==> src/rtl/uart_tx.sv <==
// uart_tx: serialises one PAYLOAD_BITS-wide word per request as an
// asynchronous frame: start bit (0), payload LSB first, STOP_BITS stop bits (1).
// The line and busy flag are registered and derived from the next state, so
// they change exactly on the edge where the FSM changes state.
module uart_tx #(
  parameter int BIT_RATE     = 9600,
  parameter int CLK_HZ       = 50000000,
  parameter int PAYLOAD_BITS = 8,
  parameter int STOP_BITS    = 1
) (
  input  logic                    clk,
  input  logic                    reset,
  output logic                    uart_txd,
  output logic                    uart_tx_busy,
  input  logic                    uart_tx_en,
  input  logic [PAYLOAD_BITS-1:0] uart_tx_data
);

  // Derived timing; truncating divide is the only source of bit-period error.
  localparam int CYCLES_PER_BIT = CLK_HZ / BIT_RATE;
  localparam int CNT_W          = $clog2(CYCLES_PER_BIT * STOP_BITS + 1);
  localparam int BIT_W          = $clog2(PAYLOAD_BITS + 1);

  // Last count value of a single bit period and of the whole stop period.
  localparam logic [CNT_W-1:0] BIT_LAST  = CNT_W'(CYCLES_PER_BIT - 1);
  localparam logic [CNT_W-1:0] STOP_LAST = CNT_W'(CYCLES_PER_BIT * STOP_BITS - 1);
  localparam logic [BIT_W-1:0] DATA_LAST = BIT_W'(PAYLOAD_BITS - 1);

  typedef enum logic [1:0] {
    S_IDLE  = 2'd0,
    S_START = 2'd1,
    S_DATA  = 2'd2,
    S_STOP  = 2'd3
  } state_t;

  state_t                  state_q, state_d;
  logic [CNT_W-1:0]        cnt_q, cnt_d;
  logic [BIT_W-1:0]        bit_q, bit_d;
  logic [PAYLOAD_BITS-1:0] sr_q, sr_d;
  logic                    txd_q, txd_d;
  logic                    busy_q, busy_d;

  // State, counters, shift register and registered outputs; reset abandons any frame.
  always_ff @(posedge clk or posedge reset) begin
    if (reset) begin
      state_q <= S_IDLE;
      cnt_q   <= '0;
      bit_q   <= '0;
      sr_q    <= '0;
      txd_q   <= 1'b1;
      busy_q  <= 1'b0;
    end else begin
      state_q <= state_d;
      cnt_q   <= cnt_d;
      bit_q   <= bit_d;
      sr_q    <= sr_d;
      txd_q   <= txd_d;
      busy_q  <= busy_d;
    end
  end

  // Next-state logic: bit timing, payload shifting and frame sequencing.
  always_comb begin
    state_d = state_q;
    cnt_d   = cnt_q;
    bit_d   = bit_q;
    sr_d    = sr_q;
    case (state_q)
      S_IDLE: begin
        if (uart_tx_en) begin
          state_d = S_START;
          cnt_d   = '0;
          bit_d   = '0;
          sr_d    = uart_tx_data;
        end else begin
          cnt_d   = '0;
        end
      end
      S_START: begin
        if (cnt_q == BIT_LAST) begin
          state_d = S_DATA;
          cnt_d   = '0;
        end else begin
          cnt_d   = cnt_q + CNT_W'(1);
        end
      end
      S_DATA: begin
        if (cnt_q == BIT_LAST) begin
          cnt_d = '0;
          if (bit_q == DATA_LAST) begin
            state_d = S_STOP;
            bit_d   = '0;
          end else begin
            bit_d   = bit_q + BIT_W'(1);
            sr_d    = sr_q >> 1;
          end
        end else begin
          cnt_d = cnt_q + CNT_W'(1);
        end
      end
      S_STOP: begin
        if (cnt_q == STOP_LAST) begin
          state_d = S_IDLE;
          cnt_d   = '0;
        end else begin
          cnt_d   = cnt_q + CNT_W'(1);
        end
      end
      default: begin
        state_d = S_IDLE;
        cnt_d   = '0;
        bit_d   = '0;
        sr_d    = '0;
      end
    endcase
  end

  // Output levels follow the state being entered so they line up with the edge.
  always_comb begin
    txd_d  = 1'b1;
    busy_d = (state_d != S_IDLE);
    case (state_d)
      S_START: txd_d = 1'b0;
      S_DATA:  txd_d = sr_d[0];
      default: txd_d = 1'b1;
    endcase
  end

  assign uart_txd     = txd_q;
  assign uart_tx_busy = busy_q;

endmodule

==> config.mk <==
export PLATFORM = sky130hd
export DESIGN_NAME = uart_tx
export DESIGN_NICKNAME = d
export VERILOG_FILES = /design/src/rtl/uart_tx.sv
export SDC_FILE = /design/constraint.sdc
export NUM_CORES = 1
export LEC_CHECK = 0
export CELL_PAD_IN_SITES_DETAIL_PLACEMENT = 1
export CELL_PAD_IN_SITES_GLOBAL_PLACEMENT = 1
export CORE_ASPECT_RATIO = 1.75
export CORE_MARGIN = 5
export CORE_UTILIZATION = 35
export DETAILED_ROUTE_END_ITERATION = 7
export DONT_BUFFER_PORTS = 1
export PLACE_DENSITY_LB_ADDON = 0.1
export SLEW_MARGIN = 10
export SYNTH_ARGS = -nofsm -noshare
export SYNTH_HDL_FRONTEND = slang
export SYNTH_SLANG_ARGS = --single-unit
==> constraint.sdc <==
create_clock -name clk -period 2 [get_ports clk]
set_input_delay 0 -clock clk [delete_from_list [all_inputs] [get_ports clk]]
set_output_delay 0 -clock clk [all_outputs]
set_load 0.02 [all_outputs]
Word level (Yosys, flattened, before mapping) --
Cells that the tools add are included.
Storage, ports and cells: logic and storage cells 42, latch bits 0, memories 0, input port bits 11, RAM bits 0, output and inout bits 2, flip-flop bits (word level) 29, bits in read-only memories 0
Cells by class: shift operators 0, muxes and demuxes 17, equality and inequality tests 10, add/subtract/negate cells 2, div/mod/pow operators 0, bitwise logic cells 0, multiply operators 0, reduce and logical (&&, ||, !) cells 6, order comparisons 0
Operators with widths (count):
- $pmux 13 s2 | 1
- $mux 8 | 3
- $pmux 8 s2 | 1
- $add 13x1->13 const B | 1
- $eq 13x13->1 const B | 1
- $mux 13 | 1
- $mux 4 | 3
- $mux 2 | 5
- $pmux 2 s4 | 1
- $pmux 4 s2 | 1
- $eq 2x2->1 const B | 3
- $ne 2x2->1 const B | 3
- $add 4x1->4 const B | 1
- $eq 2x1->1 const B | 2
- $eq 4x3->1 const B | 1
- $reduce_and 4->1 | 1
- $reduce_bool 2->1 | 2
- $reduce_and 3->1 | 1
- $reduce_or 3->1 | 1
- $logic_not 2->1 | 1
- $pmux 1 s2 | 1

Longest topological paths before layout --
depth after elaboration 6, gate-level depth with buffers 7, gate-level depth less buffers 5

Worst setup path after synthesis --
OpenSTA, ideal clock, no wires.
kind register to register, start point reg cnt_q[8], end point reg sr_q[1], stages on the path, launching flop included 6, period minus slack after synthesis 1.947 ns, required time 1.874 ns, buffers on the path 1, arrival time 1.821 ns, library setup time 0.126 ns, slack 0.053 ns, cells stage by stage dfrtp_1 or4b_4 nor4_2 buf_6 a21oi_4 a221o_1
Between the ends: word-level cells in the longest chain between the ends 3
RTL lines:
- start, declared | RTL line 37 | logic [CNT_W-1:0] cnt_q, cnt_d;
- start signal, assigned | RTL line 54 | cnt_q <= cnt_d;
- $eq 13x13->1 | RTL line 88 | if (cnt_q == BIT_LAST) begin
- $ne 2x2->1 (no line)
- $reduce_and 4->1 (no line)
- end signal, assigned | RTL line 56 | sr_q <= sr_d;
- end, declared | RTL line 39 | logic [PAYLOAD_BITS-1:0] sr_q, sr_d;
Every way passes these cells. A chain may end at the register's enable or synchronous reset.

Final worst setup path --
start point reg cnt_q[8], end point reg sr_q[0]
Between the ends: word-level cells in the longest chain between the ends 3
RTL lines:
- $eq 13x13->1 | RTL line 88
- $mux 8 | RTL line 88
- $pmux 8 s2 | RTL line 68 | case (state_q)
- net sr_d[0] | RTL line 39
The timed path passes the listed nets, and every way through them passes these cells. The select of a mux whose other input is x is not followed.

==> impl_metrics.ini <==
[grt]
grt_pass1_wl_microns = 6120
grt_max_degree = 30
first_global_vias = 1337
antenna_found_initial = 0
grtUsageTotal_pct = 14.5
overflow = 0

[sta]
setup_viol_count_final = 0
finalClockSkew_ns = 0.00465
fin_crit_sh_pct = 94.8
timing.hold.ws_ns = 0.0636
fin_setup_tns_ns = 0
finalCriticalPeriod_ns = 1.90
tightest_slew_ns = 0.513
relSlewSlack_pct = 65.7
drv_slew = 0
max_freq_mhz = 528
hold_violations = 0
rsz0062_at_grt = no

[place]
port_buffers = 0
dp_hpwl_microns = 2700
place_inst = 201
routabilityCongestion = 0.728

[die]
io_pins = 13
rows = 31
start_util_pct = 36.1
die_height_microns = 96.1
fp.dieW_microns = 59.2
dieArea_sq_um = 5690
core_area_sq_um = 4110

[detailed_routing]
dr.pass1.iters = 4
route.detailed.drc = 0
drt_wl_total_microns = 3590
viasPerCell = 5.35
drt_iter0_markers = 14
via_count = 1171
detail-route-antenna-nets = 0
detail_route.wl_per_cell_microns = 16.4

[pwr]
clkPwrFrac_pct = 32.5
combPwrFrac_pct = 17.3
internal_power_w = 0.00108
p_sw_share_pct = 28.8
peakVddDrop_mv = 0.490
p_total_w = 0.00152
p_sw_w = 0.000438
power_density_nw_per_um2 = 847
pwr-share-seq_pct = 50.2
power.leakage_nw = 0.796

[clocking]
clock_latency_ns = 0.27
cts_buffers = 5
htree_num_levels = 2
cts_num_sinks = 29
clockBufferDepth = 2
cts_root_buf = clkbuf_8
clkTransAtPathRegs_ns = 0.06
cts_tree = yes

[layout]
nets = 182
areaGrowthSynthToFinish_pct = 20.8
stdcell_count = 219
antennaDiodeCount = 0
drive_above_1_share_pct = 16.5
utilization_pct = 43.6
mostFrequentLayoutCell = dfrtp_1
mostFrequentLayoutCells = dfrtp_1, nor2_1, buf_4

[setup_path]
critPathCaptureType = register
cp-start-kind = register
cp_data_arrival_time_ns = 2.05
path_class = register to register
cp.required_ns = 2.16
worstPathMaxFanout = 8

[synth]
synth_area_sq_um = 1480
ys_top_cells_by_area = dfrtp_1, xnor2_1, nor2_1
yosysSeqAreaShare_pct = 49.0
synth_area_leader_cell = dfrtp_1
synth_cell_types = 41
avgSynthCellArea_sq_um = 10.1
syn-num-nets = 160
synth_top_area_share_pct = 47.3
synthCells = 147
ys_warn_count = 0
synth-seq-cells = 29

[worst_hold_path]
min_path_type = input port to register

[run_status]
outcome = completed

[flow_run]
maxCapViolCount = 0
-- logic make-up (layout without fill, tap and decap cells) --
logic type / Yosys count / count (layout) / share of synthesized area, %
DFF: 29 / 29 / 49.0
muxes: 2 / 2 / 1.35
AOI/OAI and AO/OA: 25 / 25 / 13.8
adders and majority gates: 2 / 2 / 1.69
and+or+nand+nor: 63 / 63 / 22.7
xor gates and xnor gates: 12 / 12 / 7.09
buffers and inverters: 14 / 37 / 4.39
-- synthesized netlist by cell type, drive strengths merged --
cell type,number
a21o,1
nand4,2
nor2,20
o211ai,3
inv,8
and3,6
clkbuf,3
nand2,7
or2,3
ha,2
nand4b,2
a31oi,1
nor2b,3
or4b,1
a32o,1
a221o,7
nand2b,1
nand3,7
xor2,2
dfstp,1
o22ai,1
o21ai,4
a311oi,1
xnor2,10
o31ai,1
a211o,1
a21oi,3
dfrtp,28
buf,3
and3b,1
nor3,5
a2bb2oi,1
and2,2
nor4,3
mux2i,2
-- worst max-delay path, cell delays in order, from the launching register on --
cell	delay, ns
dfrtp_1	0.38
or4b_4	0.56
nor4_4	0.25
buf_6	0.18
nor2_2	0.04
a221o_1	0.36
-- per-layer routing --
layer  up-vias  share of wire (%)  GRT usage, %  routed length (microns)
met1       592                 35          13.9                     1270
met3         2                2.5          3.36                       91
met5         -                  0             0                        0
li1        563                  -             -                        -
met4         0               0.86          6.24                       31
met2        14                 61          28.0                     2200
-- final cells by class --
class                           count  area (sq um)
Multi-Input combinational cell    104           699
Tap cell                           49          61.3
Inverter                            8          30.0
Timing Repair Buffer               21           184
Fill cell                         493          2320
Clock buffer                        8          90.1
Sequential cell                    29           727
-- power groups by stage --
stage	combinational [W]	sequential [W]	clock [W]
4_1_cts	0.000263	0.000766	0.000520
6_report	0.000262	0.000762	0.000493
5_1_grt	0.000300	0.000779	0.000551
3_5_place_dp	0.000246	0.000777	0
2_1_floorplan	0.000196	0.000742	0
3_3_place_gp	0.000236	0.000769	0
-- timing repair --
item / in CTS / in global routing
gates resized for setup: 0 / 2
endpoints found under the hold margin: 37 / 0
endpoints found under the setup margin: 1 / 20
buffers inserted: 1 / 0
gates cloned: 0 / 0
pin swaps: 0 / 1
hold buffers: 9 / 0
-- metrics by stage --
stage / setup slack (ns) / instance area, sq um
2_1_floorplan: 0.0529 / 1480
3_3_place_gp: 0.0777 / 1590
3_5_place_dp: 0.0107 / 1590
4_1_cts: 0.0185 / 1780
5_1_grt: 0.00198 / 1790
6_report: 0.105 / 1790
-- sequential cells by signal (all words and copies together) (netlist names) --
signal and cells:
uart_txd 1, bit_q 4, state_q 2, uart_tx_busy 1
cnt_q 13, sr_q 8
-- path summary, 6_finish.rpt --
kind | start | to | slack [ns] | depth (start not counted)
min in group asynchronous | reset | cnt_q[12] | 0.24 | 3
setup reg to reg | cnt_q[8] | sr_q[0] | 0.10 | 5
setup / recovery | cnt_q[8] | sr_q[0] | 0.10 | 5
max in group asynchronous | reset | uart_txd | 1.44 | 3
hold / removal | uart_tx_en | state_q[0] | 0.06 | 4
hold reg to reg | cnt_q[0] | cnt_q[0] | 0.50 | 1
Power figures use the tool's default switching activity.
